File: config.mk
export PLATFORM = sky130hd
export DESIGN_NAME = mux_pkt_arbiter
export DESIGN_NICKNAME = d
export VERILOG_FILES = /design/src/rtl/mux_pkt_arbiter.sv
export SDC_FILE = /design/constraint.sdc
export NUM_CORES = 1
export LEC_CHECK = 0
export CAP_MARGIN = 10
export CORE_ASPECT_RATIO = 0.6
export CORE_MARGIN = 4
export CORE_UTILIZATION = 35
export CTS_BUF_LIST = sky130_fd_sc_hd__clkbuf_2 sky130_fd_sc_hd__clkbuf_4 sky130_fd_sc_hd__clkbuf_8
export DETAILED_ROUTE_END_ITERATION = 12
export SLEW_MARGIN = 0
export SYNTH_ARGS = -nofsm -noshare
export SYNTH_HDL_FRONTEND = slang
export SYNTH_SLANG_ARGS = --single-unit
File: constraint.sdc
create_clock -name clk -period 3.89 [get_ports clk]
set_clock_uncertainty 0.2 [all_clocks]
set_input_delay 0.9725 -clock clk [delete_from_list [all_inputs] [get_ports clk]]
set_output_delay 0.9725 -clock clk [all_outputs]
set_load 0.01 [all_outputs]
File: src/rtl/mux_pkt_arbiter.sv
// Packet-granular round-robin arbiter for a 2:1 output mux: locks one input from HEAD to TAIL,
// forwards only while downstream credits remain, and reports protocol/credit errors as sticky flags.
module mux_pkt_arbiter #(
  parameter int unsigned PORT_W  = 5,
  parameter int unsigned TYPE_W  = 2,
  parameter int unsigned CREDITS = 4,
  parameter int unsigned CNT_W   = 4
) (
  input  logic              clk,
  input  logic              rst_,
  input  logic              ivalid_0,
  input  logic [TYPE_W-1:0] itype_0,
  input  logic              ivalid_1,
  input  logic [TYPE_W-1:0] itype_1,
  input  logic              credit_in,
  output logic [PORT_W-1:0] sel,
  output logic              grant_0,
  output logic              grant_1,
  output logic [CNT_W-1:0]  credit_cnt,
  output logic              busy,
  output logic              proto_err,
  output logic              cred_ovf
);

  localparam logic [TYPE_W-1:0] T_HEAD = TYPE_W'(1);
  localparam logic [TYPE_W-1:0] T_DATA = TYPE_W'(2);
  localparam logic [TYPE_W-1:0] T_TAIL = TYPE_W'(3);
  localparam logic [CNT_W-1:0]  CNT_MAX = CNT_W'(CREDITS);

  typedef enum logic [1:0] {
    IDLE   = 2'd0,
    LOCK_0 = 2'd1,
    LOCK_1 = 2'd2
  } state_t;

  state_t              state, state_nx;
  logic                rr_ptr, rr_nx;
  logic [CNT_W-1:0]    cnt_nx;
  logic                perr_nx, ovf_nx;
  logic [PORT_W-1:0]   sel_c;
  logic [1:0]          valid;
  logic [1:0]          cand;
  logic [TYPE_W-1:0]   ftype [2];
  logic                own;
  logic                fwd;
  logic                has_cred;

  assign valid    = {ivalid_1, ivalid_0};
  assign ftype[0] = itype_0;
  assign ftype[1] = itype_1;
  assign has_cred = (credit_cnt != '0);

  // Arbitration, lock tracking and credit accounting
  always_comb begin
    state_nx = state;
    rr_nx    = rr_ptr;
    cnt_nx   = credit_cnt;
    perr_nx  = proto_err;
    ovf_nx   = cred_ovf;
    sel_c    = '0;
    cand     = '0;
    own      = 1'b0;
    fwd      = 1'b0;

    case (state)
      IDLE: begin
        for (int k = 0; k < 2; k++) begin
          cand[k] = valid[k] && (ftype[k] == T_HEAD);
          if (valid[k] && ((ftype[k] == T_DATA) || (ftype[k] == T_TAIL)))
            perr_nx = 1'b1;
        end
        if ((cand != 2'b00) && has_cred) begin
          own = cand[rr_ptr] ? rr_ptr : ~rr_ptr;
          if (own) sel_c[1] = 1'b1;
          else     sel_c[0] = 1'b1;
          state_nx = own ? LOCK_1 : LOCK_0;
        end
      end
      LOCK_0, LOCK_1: begin
        own = (state == LOCK_1);
        if (valid[own] && has_cred) begin
          if (own) sel_c[1] = 1'b1;
          else     sel_c[0] = 1'b1;
          if (ftype[own] == T_TAIL) begin
            state_nx = IDLE;
            rr_nx    = ~own;
          end
          if (ftype[own] == T_HEAD) perr_nx = 1'b1;
        end
      end
      default: state_nx = IDLE;
    endcase

    // Reset asserted overrides the combinational grant path
    if (!rst_) sel_c = '0;
    fwd = (sel_c != '0);

    case ({fwd, credit_in})
      2'b10:   cnt_nx = credit_cnt - CNT_W'(1);
      2'b01: begin
        if (credit_cnt == CNT_MAX) ovf_nx = 1'b1;
        else                       cnt_nx = credit_cnt + CNT_W'(1);
      end
      default: cnt_nx = credit_cnt;
    endcase
  end

  assign sel     = sel_c;
  assign grant_0 = sel_c[0];
  assign grant_1 = sel_c[1];

  always_ff @(posedge clk or negedge rst_) begin
    if (!rst_) begin
      state      <= IDLE;
      rr_ptr     <= 1'b0;
      credit_cnt <= CNT_MAX;
      proto_err  <= 1'b0;
      cred_ovf   <= 1'b0;
      busy       <= 1'b0;
    end else begin
      state      <= state_nx;
      rr_ptr     <= rr_nx;
      credit_cnt <= cnt_nx;
      proto_err  <= perr_nx;
      cred_ovf   <= ovf_nx;
      busy       <= (state_nx != IDLE);
    end
  end

endmodule

**Yosys cells after proc, flatten, opt, wreduce, memory -nomap -nowiden**

Index checks and enable logic that the tools add are counted.

- Magnitude comparators: 3
- Eq/ne operators: 17
- Reduce and logical (&&, ||, !) cells: 20
- Muxes and demuxes: 28
- Bitwise operators: 3
- Add/sub/neg operators: 2

Operators with widths:

| kind | number |
|---|---|
| 2-bit two-way mux | 10 |
| 2-bit == test (second input constant) | 7 |
| 1-bit two-way mux | 13 |
| 2-bit by 1-bit == test with 1-bit output (second input constant) | 5 |
| 2-bit case mux with 2 select lines | 2 |
| 4-bit case mux with 2 select lines | 1 |
| 2-bit nonzero test | 4 |
| 1-bit logical AND | 6 |
| 2-bit != test (second input constant) | 3 |
| 5-bit nonzero test | 1 |
| 4-bit by 1-bit adder with 4-bit output (second input constant) | 1 |
| 4-bit by 3-bit == test with 1-bit output (second input constant) | 1 |
| 1-bit by 2-bit < comparator with 1-bit output (second input constant) | 2 |
| 4-bit two-way mux | 1 |
| 2-bit AND reduction | 2 |
| 4-bit AND reduction | 1 |
| 4-bit nonzero test | 1 |
| 4-bit by 1-bit subtractor with 4-bit output (second input constant) | 1 |
| 3-bit != test (second input constant) | 1 |
| 3-bit AND reduction | 1 |
| 2-bit >= comparator (second input constant) | 1 |
| 2-bit logical NOT | 1 |
| 1-bit logical OR | 2 |
| 1-bit inverter | 2 |
| other kinds (3) | 3 |

- Flip-flop bits (word level): 10
- Bits of input ports: 9
- Word-level logic and storage cells: 79
- Output and inout bits: 14

**Depth between registers and ports, before layout**

- Depth after elaboration: 13
- Depth in mapped cells: 11
- Gate-level depth less buffers: 11

**Worst setup path after synthesis**

Ideal clock, no wire load.

- Path kind: input to output
- Start: input port itype_0[1]
- End: output port sel[0]
- Path slack: 885 ps
- Arrival: 1833 ps
- Cell stages on the path: 4
- Data required time: 2717 ps
- Buffers on the path: 1
- Path through: nand4b_1 a21o_1 a21oi_1 buf_4

- Longest elaborated chain between the ends: 9
- Elaborated cells on any way between the ends: 11
- Those cells by class: eq/ne (1); mux (7); reduce/logical (3)

Ends and longest elaborated chain:

| what | RTL line | text |
|---|---|---|
| start, declared | 12 | `input logic [TYPE_W-1:0] itype_0,` |
| 2-bit by 1-bit == test with 1-bit output * | 68 | `cand[k] = valid[k] && (ftype[k] == T_HEAD);` |
| 1-bit logical AND * | 68 |  |
| 1-bit two-way mux (not written as such) (2 in series) | 73 | `own = cand[rr_ptr] ? rr_ptr : ~rr_ptr;` |
| 1-bit two-way mux | 73 |  |
| 1-bit two-way mux | 74 | `if (own) sel_c[1] = 1'b1;` |
| 2-bit two-way mux * | 72 | `if ((cand != 2'b00) && has_cred) begin` |
| 2-bit case mux with 2 select lines * | 65 | `case (state)` |
| 2-bit two-way mux * | 95 | `if (!rst_) sel_c = '0;` |
| end, declared | 16 | `output logic [PORT_W-1:0] sel,` |

Mark *: on every way between the ends. The rest lies on a longest branch, timed or not. The select of a mux whose other input is x is not followed.

**Worst setup path after layout**

- Start: input port itype_0[0]
- End: output port sel[1]

Same word-level chain as after synthesis.

==> impl_metrics.env <==
export IMPL_cts_htree_levels=1
export IMPL_synth_main_ff_cell="dfrtp_1"
export IMPL_place_congestion=0.9464
export IMPL_grt_start_max_net_pins=11
export IMPL_dp_slack_ps=30.73
export IMPL_cts_tree="done"
export IMPL_hpwl_um=1991
export IMPL_routed_wl_um=2550
export IMPL_p_total_mw=0.9058
export IMPL_cp_arrival_ps=2630
export IMPL_die_x_um=73.50
export IMPL_syn2layout_area_growth_pct=34.44
export IMPL_final_cell_mix="clkdlybuf4s50_1 (17), dfrtp_1 (9), a21oi_1 (7), nand2_1 (7), buf_4 (7)"
export IMPL_holdWs_ps=267.3
export IMPL_clock_sinks=10
export IMPL_met3_usage_pct=5.556
export IMPL_finalSetupTns_ps=0
export IMPL_synth_area_per_cell_um2=8.746
export IMPL_finalSetupViolations=0
export IMPL_ys_seq_elements=10
export IMPL_crit_chain="clkdlybuf4s50_1 > nor4bb_4 > o21ai_0 > and2_1 > clkdlybuf4s50_1"
export IMPL_ir_drop_uv=321.3
export IMPL_layout_commonest_cell="clkdlybuf4s50_1"
export IMPL_final_cell_count_no_fill=158
export IMPL_grt_pass1_wl_um=4029
export IMPL_clk_pin_slew_worst_paths_ps=50
export IMPL_die_area_um2=3476
export IMPL_rows=13
export IMPL_hold_path_class="flop to flop"
export IMPL_critPathKind="input pin to primary output"
export IMPL_ys_types=43
export IMPL_status="completed"
export IMPL_cts_buffer_depth=2
export IMPL_synth_edf_count=0
export IMPL_postPlaceCellArea_um2=1136
export IMPL_period_share_pct=97.66
export IMPL_leakage_nw=0.5314
export IMPL_rr_endpoint="credit_cnt[3]"
export IMPL_grtUsageMet1_pct=24.14
export IMPL_r2r_start="credit_cnt[1]"
export IMPL_wl_per_cell_um=16.14
export IMPL_portBuffers=19
export IMPL_ys_seq_area_share_pct=27.92
export IMPL_final_net_count=144
export IMPL_worst_pin_slew_ps=657.3
export IMPL_num_io_pins=23
export IMPL_via_count=934
export IMPL_crit_required_ps=2720
export IMPL_period_minus_slack_ps=3799
export IMPL_final_hold_viol_count=0
export IMPL_r2r_cells=10
export IMPL_setup_worst_path_start_class="input pin"
export IMPL_crit_fanout=4
export IMPL_drtIter0Drc=192
export IMPL_grt_remaining_overflow=0
export IMPL_worst_skew_pair_late_latency_ps=240
export IMPL_cts_resized=0
export IMPL_async_reset_ff_share_pct=100.0
export IMPL_critical_path_max_stage_delay_ps=550
export IMPL_grt_pass1_vias=830
export IMPL_power_density_nw_per_um2=747.9
export IMPL_synth_area_um2=900.9
export IMPL_cts_hold_buffers=0
export IMPL_route_detailed_drc=0
export IMPL_synth_warning_count=0
export IMPL_hold_depth=1
export IMPL_root_buffer="clkbuf_8"
export IMPL_initial_core_util_pct=39.00
export IMPL_rrSetupSlack_ps=890
export IMPL_post_cts_buffers=0
export IMPL_grt_total_usage_pct=15.52
export IMPL_drtAntennaViolNets=0
export IMPL_hp_start="cred_ovf"
export IMPL_drt_pre_antenna_iters=4
export IMPL_cap_violations=0
export IMPL_dp_cells=154
export IMPL_chipHeight_um=47.30
export IMPL_finalInstanceArea_um2=1211
export IMPL_worst_path_most_repeated_cell="clkdlybuf4s50_1"
export IMPL_vias_per_cell=5.911
export IMPL_gr_usage_met2_pct=19.19
export IMPL_netlist_instances=103
export IMPL_slew_viol_final=0
export IMPL_busiest_layer="met1"
export IMPL_coreArea_um2=2310
export IMPL_slew_headroom_pct=55.56
export IMPL_n_antenna_cell=0
export IMPL_antenna_found_initial=0
export IMPL_max_freq_mhz=263.2
export IMPL_min_to="cred_ovf"
export IMPL_cp_end_kind="primary output"
export IMPL_setup_slack_ps=90.90
export IMPL_cts_buffers=3
export IMPL_slowest_stage="clkdlybuf4s50_1"
export IMPL_final_util_pct=52.44
export IMPL_final_layout_size_suffix_gt1_share_pct=12.50
-- how the worst max path moves through the flow --
| stage | endpoint | start | slack [ps] |
|---|---|---|---|
| after floorplan | sel[0] | itype_0[1] | 880 |
| after global placement | grant_0 | itype_1[1] | 40 |
| after detailed placement | grant_0 | itype_1[1] | 30 |
| after CTS | grant_0 | itype_1[1] | 30 |
| after global routing | grant_1 | itype_0[0] | -40 |
| final | sel[1] | itype_0[0] | 90 |
-- synthesized netlist by cell type, drive strengths merged, types with 2 or more instances --
cell type	count	area, um2
o31ai	2	15.01
a211oi	2	15.01
nand4	2	12.51
nand3	2	10.01
a21oi	7	35.03
a31o	2	17.52
a21o	2	15.01
or4	3	22.52
o2111ai	2	17.52
ha	5	62.56
a221oi	2	17.52
and3b	3	26.28
o211ai	5	37.54
o21ai	7	35.03
nand2b	2	12.51
nor3	3	15.01
nor2	3	11.26
nand2	7	26.28
dfrtp	9	225.2
nand4b	2	17.52
buf	6	48.80
inv	6	22.52
-- where the power goes --
group	total (mW)	switching [mW]	internal, mW
clock network	0.129	0.0403	0.0889
registers	0.226	0.0725	0.153
logic	0.551	0.293	0.257
-- layout make-up --
type                            count  area [um2]
Tap cell                           30       37.54
Timing Repair Buffer               26       247.7
Clock buffer                        4       55.05
Inverter                            6       22.52
Sequential cell                    10       251.5
Multi-Input combinational cell     82       596.8
Fill cell                         213        1099
-- sequential cells by signal (all words and copies together), names as in the netlist --
register    flops
credit_cnt      4
state           2
busy            1
cred_ovf        1
proto_err       1
rr_ptr          1
-- worst max-delay path: cells and delay by family --
kind	cells	cell delay, ps
AND/OR/NAND/NOR	2	510
buffers and inverters	2	1020
AO/OA/AOI/OAI	1	120
-- layer usage --
layer  vias to the layer above  share of wire (%)
met4                         0               0.75
met1                       428                 50
met5                         -                  0
met2                        57                 35
li1                        445                  -
met3                         4                 14
-- cells by family after synthesis --
kind of cell / after synthesis / share of synthesized area (%)
other cells: 1 / 0.4163
buf+inv: 13 / 8.333
compound gates: 36 / 27.22
simple gates: 35 / 24.72
flops: 10 / 27.92
fa+ha+maj: 6 / 9.167
mux: 1 / 1.250
xor+xnor: 1 / 0.9724
Note: power is estimated with default switching activity, not from simulation.
